File: config.mk
export PLATFORM = sky130hd
export DESIGN_NAME = instruction_fetch_queue
export DESIGN_NICKNAME = d
export VERILOG_FILES = /design/src/rtl/riscv_pkg.sv /design/src/rtl/fetch_fifo.sv /design/src/rtl/instruction_fetch_queue.sv
export SDC_FILE = /design/constraint.sdc
export NUM_CORES = 1
export LEC_CHECK = 0
export ABC_AREA = 1
export CORE_MARGIN = 2
export CORE_UTILIZATION = 35
export DETAILED_ROUTE_END_ITERATION = 6
export SYNTH_ARGS = -nofsm -noshare
export SYNTH_HDL_FRONTEND = slang
export SYNTH_SLANG_ARGS = --single-unit
File: constraint.sdc
create_clock -name clk -period 4.6 [get_ports clk]
set_clock_uncertainty 0.15 [all_clocks]
set_input_delay 0.69 -clock clk [delete_from_list [all_inputs] [get_ports clk]]
set_output_delay 0.69 -clock clk [all_outputs]
set_load 0.02 [all_outputs]
File: src/rtl/riscv_pkg.sv
// Shared constants and types for the riscv fetch front end.
package riscv_pkg;

   localparam int          XLEN     = 32;
   localparam logic [31:0] RESET_PC = 32'h0000_0000;
   localparam logic [31:0] INST_NOP = 32'h0000_0013;
   localparam int          IALIGN   = 4;

   // What the fetch stage does with an incoming memory response.
   typedef enum logic [1:0] {
      RSP_NONE,
      RSP_DROP,
      RSP_PUSH,
      RSP_STRAY
   } rsp_action_e;

endpackage

File: src/rtl/fetch_fifo.sv
// Synchronous FIFO holding fetched {pc, instruction} pairs ahead of decode.
// Pointers wrap naturally at DEPTH (power of 2); a separate count tells
// full from empty. Flush has priority over push and pop.
module fetch_fifo #(
   parameter int WIDTH = 64,
   parameter int DEPTH = 4
) (
   input  logic                     clk,
   input  logic                     reset,
   input  logic                     push,
   input  logic                     pop,
   input  logic                     flush,
   input  logic [WIDTH-1:0]         wr_data,
   output logic [WIDTH-1:0]         rd_data,
   output logic [$clog2(DEPTH):0]   count,
   output logic                     full,
   output logic                     empty
);

   localparam int PW = $clog2(DEPTH);
   localparam int CW = $clog2(DEPTH) + 1;

   logic [WIDTH-1:0] mem_q [DEPTH];
   logic [PW-1:0]    wr_ptr_q, wr_ptr_d;
   logic [PW-1:0]    rd_ptr_q, rd_ptr_d;
   logic [CW-1:0]    count_q, count_d;
   logic             do_push;
   logic             do_pop;

   assign empty   = (count_q == '0);
   assign full    = (count_q == CW'(DEPTH));
   assign count   = count_q;
   assign rd_data = mem_q[rd_ptr_q];

   // Next-state for pointers and occupancy; pop from empty is ignored and a
   // push into a full queue is accepted only when a pop frees a slot.
   always_comb begin
      // NOTE: every signal gets a default first so no path leaves it unassigned (no latch).
      wr_ptr_d = wr_ptr_q;
      rd_ptr_d = rd_ptr_q;
      count_d  = count_q;
      do_pop   = pop && !empty;
      do_push  = push && (!full || do_pop);
      if (flush) begin
         wr_ptr_d = '0;
         rd_ptr_d = '0;
         count_d  = '0;
      end else begin
         if (do_push) wr_ptr_d = wr_ptr_q + PW'(1);
         if (do_pop)  rd_ptr_d = rd_ptr_q + PW'(1);
         count_d = count_q + CW'(do_push) - CW'(do_pop);
      end
   end

   // Pointer and count registers.
   always_ff @(posedge clk or posedge reset) begin
      // NOTE: sequential state uses non-blocking assignments so all flops update together.
      if (reset) begin
         wr_ptr_q <= '0;
         rd_ptr_q <= '0;
         count_q  <= '0;
      end else begin
         wr_ptr_q <= wr_ptr_d;
         rd_ptr_q <= rd_ptr_d;
         count_q  <= count_d;
      end
   end

   // Entry storage.
   always_ff @(posedge clk) begin
      // NOTE: storage is not reset; count gates visibility so stale entries are never read out.
      if (do_push && !flush) mem_q[wr_ptr_q] <= wr_data;
   end

endmodule

File: src/rtl/instruction_fetch_queue.sv
// Fetch stage: owns the fetch PC, issues in-order word reads under a credit
// rule that keeps the instruction queue from overflowing, tags responses with
// their request PC, and discards responses made stale by a redirect.
module instruction_fetch_queue
   import riscv_pkg::*;
#(
   parameter int             XLEN     = riscv_pkg::XLEN,
   parameter int             DEPTH    = 4,
   parameter logic [XLEN-1:0] RESET_PC = riscv_pkg::RESET_PC
) (
   input  logic            clk,
   input  logic            reset,
   output logic            imem_req_valid,
   input  logic            imem_req_ready,
   output logic [XLEN-1:0] imem_req_addr,
   input  logic            imem_rsp_valid,
   input  logic [XLEN-1:0] imem_rsp_data,
   input  logic            redirect_valid,
   input  logic [XLEN-1:0] redirect_pc,
   output logic            inst_valid,
   input  logic            inst_ready,
   output logic [XLEN-1:0] inst_data,
   output logic [XLEN-1:0] inst_pc,
   output logic            err_rsp
);

   localparam int              PW      = $clog2(DEPTH);
   localparam int              CW      = $clog2(DEPTH) + 1;
   localparam logic [CW:0]     DEPTH_C = (CW+1)'(DEPTH);
   localparam logic [XLEN-1:0] ALIGN_M = ~(XLEN'(IALIGN - 1));

   logic [XLEN-1:0]   pc_q, pc_d;
   logic [CW-1:0]     outstanding_q, outstanding_d;
   logic [CW-1:0]     drop_cnt_q, drop_cnt_d;
   logic              err_rsp_q, err_rsp_d;
   logic [PW-1:0]     tag_wr_q, tag_wr_d;
   logic [PW-1:0]     tag_rd_q, tag_rd_d;
   logic [XLEN-1:0]   tag_mem_q [DEPTH];

   logic [CW-1:0]     fifo_count;
   logic              fifo_full;
   logic              fifo_empty;
   logic              fifo_push;
   logic              fifo_pop;
   logic [2*XLEN-1:0] fifo_rd_data;

   logic [CW:0]       in_use;
   logic              req_valid_int;
   logic              accept;
   logic              rsp_consumed;
   rsp_action_e       rsp_act;

   // Credit: queued + live in-flight reads must stay below DEPTH; outstanding
   // is also capped so the counters stay within 0..DEPTH after a redirect.
   assign in_use        = {1'b0, fifo_count} + {1'b0, outstanding_q} - {1'b0, drop_cnt_q};
   assign req_valid_int = !redirect_valid && !fifo_full && (in_use < DEPTH_C)
                          && ({1'b0, outstanding_q} < DEPTH_C);
   assign accept        = req_valid_int && imem_req_ready;

   assign imem_req_valid = req_valid_int && !reset;
   assign imem_req_addr  = reset ? '0 : pc_q;
   assign err_rsp        = err_rsp_q;

   assign inst_valid = !fifo_empty;
   assign inst_pc    = inst_valid ? fifo_rd_data[2*XLEN-1:XLEN] : '0;
   assign inst_data  = inst_valid ? fifo_rd_data[XLEN-1:0] : '0;

   assign fifo_push    = (rsp_act == RSP_PUSH);
   assign fifo_pop     = inst_valid && inst_ready;
   assign rsp_consumed = (rsp_act == RSP_DROP) || (rsp_act == RSP_PUSH);

   // Classify the response: stale ones first, then live ones, else stray.
   always_comb begin
      rsp_act = RSP_NONE;
      if (imem_rsp_valid) begin
         if (drop_cnt_q != '0)         rsp_act = RSP_DROP;
         else if (outstanding_q != '0) rsp_act = RSP_PUSH;
         else                          rsp_act = RSP_STRAY;
      end
   end

   // Next-state for PC, counters, tag pointers and error flag; redirect wins.
   always_comb begin
      pc_d          = pc_q;
      drop_cnt_d    = drop_cnt_q;
      err_rsp_d     = err_rsp_q;
      tag_wr_d      = tag_wr_q;
      tag_rd_d      = tag_rd_q;
      outstanding_d = outstanding_q + CW'(accept) - CW'(rsp_consumed);
      if (accept) begin
         pc_d     = pc_q + XLEN'(IALIGN);
         tag_wr_d = tag_wr_q + PW'(1);
      end
      unique case (rsp_act)
         RSP_DROP:  drop_cnt_d = drop_cnt_q - CW'(1);
         RSP_PUSH:  tag_rd_d   = tag_rd_q + PW'(1);
         RSP_STRAY: err_rsp_d  = 1'b1;
         default:   ;
      endcase
      if (redirect_valid) begin
         pc_d          = redirect_pc & ALIGN_M;
         outstanding_d = outstanding_q - CW'(rsp_consumed);
         drop_cnt_d    = outstanding_q - CW'(rsp_consumed);
         tag_wr_d      = '0;
         tag_rd_d      = '0;
      end
   end

   // Fetch state registers.
   always_ff @(posedge clk or posedge reset) begin
      if (reset) begin
         pc_q          <= RESET_PC;
         outstanding_q <= '0;
         drop_cnt_q    <= '0;
         err_rsp_q     <= 1'b0;
         tag_wr_q      <= '0;
         tag_rd_q      <= '0;
      end else begin
         pc_q          <= pc_d;
         outstanding_q <= outstanding_d;
         drop_cnt_q    <= drop_cnt_d;
         err_rsp_q     <= err_rsp_d;
         tag_wr_q      <= tag_wr_d;
         tag_rd_q      <= tag_rd_d;
      end
   end

   // Request-PC tag queue, read back when the matching live response returns.
   always_ff @(posedge clk) begin
      if (accept) tag_mem_q[tag_wr_q] <= pc_q;
   end

   fetch_fifo #(
      .WIDTH (2*XLEN),
      .DEPTH (DEPTH)
   ) u_fifo (
      .clk     (clk),
      .reset   (reset),
      .push    (fifo_push),
      .pop     (fifo_pop),
      .flush   (redirect_valid),
      .wr_data ({tag_mem_q[tag_rd_q], imem_rsp_data}),
      .rd_data (fifo_rd_data),
      .count   (fifo_count),
      .full    (fifo_full),
      .empty   (fifo_empty)
   );

endmodule

==> impl_metrics.py <==
metrics = {
    "setup_path": {
        "reg2reg_slack_ps": 810,
        "crit_end": "imem_req_valid",
        "critPathLaunchType": "flip-flop",
        "cp_data_required_time_ps": 3760,
        "arrival_ps": 3140,
        "crit-reg2reg-launch": "outstanding_q[2]$_DFF_PP0_",
        "criticalPathCategory": "reg2out",
        "ff2ff_path_depth": 14,
        "crit_start": "outstanding_q[2]$_DFF_PP0_",
        "critical_path.max_fanout": 7,
        "crit-reg2reg-capture": "outstanding_q[2]$_DFF_PP0_",
        "cp-end-kind": "primary output",
    },
    "power_and_ir_drop": {
        "report.power.total_mw": 12.1,
        "p_leak_nw": 7.63,
        "power_density_nw_per_um2": 561,
        "ir_worst_vdd_uv": 279,
    },
    "timing": {
        "rsz0062_at_grt": "no",
        "setup_tns_ps": 0,
        "fin_crit_ps": 3980,
        "min_period_over_period_pct": 86.5,
        "slew_viol_final": 0,
        "final.setup.worst_slack_ps": 623,
        "setup_viol": 0,
        "worstMarginPinSlew_ps": 1040,
        "fmax_mhz": 251,
        "hold_viol": 0,
        "hold_ws_ps": 374,
        "relSlewSlack_pct": 30.9,
    },
    "cts": {
        "holdBufCountCts": 0,
        "root_buffer": "clkbuf_16",
        "ctsLongestPathBuffers": 3,
        "clk_pin_slew_worst_paths_ps": 60,
        "cts_buffers": 44,
        "cts-resized-gates": 0,
        "postCtsSetupBuffers": 0,
        "worstSkewPairLatency_ps": 560,
        "htreeDepth": 2,
        "cts_tree": "yes",
        "cts_sinks": 416,
    },
    "floorplanning": {
        "fp.dieArea_sq_um": 52400,
        "die_height_um": 229,
        "rows": 82,
        "coreArea_sq_um": 50100,
        "io_pins": 169,
        "initial_core_util_pct": 35.3,
        "die_x_um": 229,
    },
    "detailed_routing": {
        "dr.pass1.iters": 5,
        "vias_per_cell": 4.85,
        "wl_mm": 41.9,
        "avgRoutedWirePerCell_um": 16.9,
        "ant_nets": 0,
        "dr.first_iter.drc_count": 828,
        "vias": 12000,
        "drc_errors": 0,
    },
    "run": {
        "maxCapViolCount": 0,
    },
    "logic_synthesis": {
        "synth_async_sr_flop_share_pct": 11.5,
        "yosys_warnings": 0,
        "synth_top_area_share_pct": 62.5,
        "synth_cell_types": 34,
        "ys_top_cells_by_area": "edfxtp_1, nor2_1, dfrtp_1",
        "yosys.area.top_type": "edfxtp_1",
        "syn_avg_cell_area_sq_um": 10.9,
        "yosysSeqAreaShare_pct": 69.2,
        "synth_flop_cell": "edfxtp_1",
        "yosys-top-cells-count": "nor2_1, edfxtp_1, o21ai_0",
        "netlist_instances": 1619,
        "yosysMostFrequentCell": "nor2_1",
        "synth-seq-cells": 416,
        "synthesis.area_sq_um": 17700,
        "synth-edff-count": 368,
    },
    "grt": {
        "top_usage_layer": "met2",
        "grt_usage_pct": 16.0,
        "use_met1_pct": 22.5,
        "grt_max_degree": 81,
        "antenna_found_initial": 0,
        "grt_pass1_wl_mm": 65.8,
        "grt_pass1_vias": 11900,
        "use_met2_pct": 25.6,
        "overflow": 0,
        "grtUsageMet3_pct": 2.73,
    },
    "cells_and_area": {
        "area_growth_pct": 21.4,
        "nets": 1863,
        "multi_input_area_sq_um": 4820,
        "fillers": 4745,
        "drive_above_1_share_pct": 6.60,
        "seq_area_sq_um": 12300,
        "n_antenna_cell": 0,
    },
    "outcome": {
        "status": "complete, no violations",
    },
    "placement": {
        "dp_hpwl_mm": 24.8,
        "gp_congestion": 0.837,
        "portBuffers": 162,
        "dp_slack_ps": 792,
    },
    "worst_hold_path": {
        "holdCritStartpoint": "err_rsp$_DFFE_PP0N_",
        "hold_path_class": "reg2reg",
    },
}
[worst max-delay path, stage by stage (launching register included)]
cell	delay, ps
dfrtp_1	470
fa_1	510
ha_1	340
o21ai_0	170
nand2_1	80
nor2_2	160
nand2_1	100
nor2_1	120
clkdlybuf4s50_1	620
[per-layer routing]
metal	vias to the layer above	part of all wire, %
li1	5876	-
met1	5751	47
met2	322	46
met3	59	5.1
met4	0	1.8
met5	-	0
[cell families after synthesis]
group	share of synthesized area, %
AOI/OAI and AO/OA	9.16
xor gates and xnor gates	0.347
adders and majority gates	1.87
DFF	69.2
and+or+nand+nor	15.6
other	0.0212
buffers and inverters	3.78
[how the worst min path moves through the flow]
stage	depth (start not counted)	to	slack [ps]
2_1_floorplan	1	u_fifo.wr_ptr_q[0]$_DFFE_PP0P_	350
3_3_place_gp	1	err_rsp$_DFFE_PP0N_	360
3_5_place_dp	1	err_rsp$_DFFE_PP0N_	360
4_1_cts	1	err_rsp$_DFFE_PP0N_	380
5_1_grt	1	err_rsp$_DFFE_PP0N_	400
6_report	1	err_rsp$_DFFE_PP0N_	370
[final cells by class]
class / count / share of cell area (%)
tap: 672 / 3.91
multi-input combinational: 1043 / 22.5
timing repair buffer: 187 / 8.71
clock inverter: 23 / 0.932
clock buffer: 57 / 5.59
sequential: 416 / 57.0
inverter: 77 / 1.35
[registers in the layout (all words and copies together), names as in the netlist]
name / flops
u_fifo.rd_ptr_q: 2
drop_cnt_q: 3
tag_rd_q: 2
pc_q: 30
err_rsp: 1
u_fifo.count: 3
tag_wr_q: 2
u_fifo.wr_ptr_q: 2
outstanding_q: 3
tag_mem_q: 120
u_fifo.mem_q: 248
[per-stage QoR]
stage               util, %  std cells  area, sq um
floorplan                 -       1622        17700
global placement       40.1       2395        20100
detailed placement     40.1       2395        20100
CTS                    42.9       2475        21500
global route           42.9       2475        21500
finish                 42.9       2475        21500
[layout by cell type (no fill, tap or decap), drive strengths merged]
| cell type | n |
|---|---|
| clkdlybuf4s50 | 162 |
| xor2 | 5 |
| dfrtp | 48 |
| nand3 | 62 |
| clkbuf | 57 |
| a21oi | 68 |
| bufinv | 3 |
| nand4 | 4 |
| or2 | 3 |
| nand2 | 212 |
| ha | 20 |
| o31ai | 1 |
| edfxtp | 368 |
| inv | 77 |
| a31o | 1 |
| buf | 25 |
| xnor2 | 2 |
| fa | 4 |
| o22ai | 30 |
| nor2 | 409 |
| conb | 4 |
| clkinv | 20 |
| a31oi | 1 |
| nand3b | 3 |
| o21ai | 214 |
[report_power, final]
group | leakage (nW) | internal [mW] | switching, mW
clock network | 0.693 | 2.01 | 1.41
logic | 3.02 | 1.37 | 2.30
registers | 3.92 | 4.58 | 0.381
total | 7.63 | 7.97 | 4.09
(Power assumes the default switching activity.)
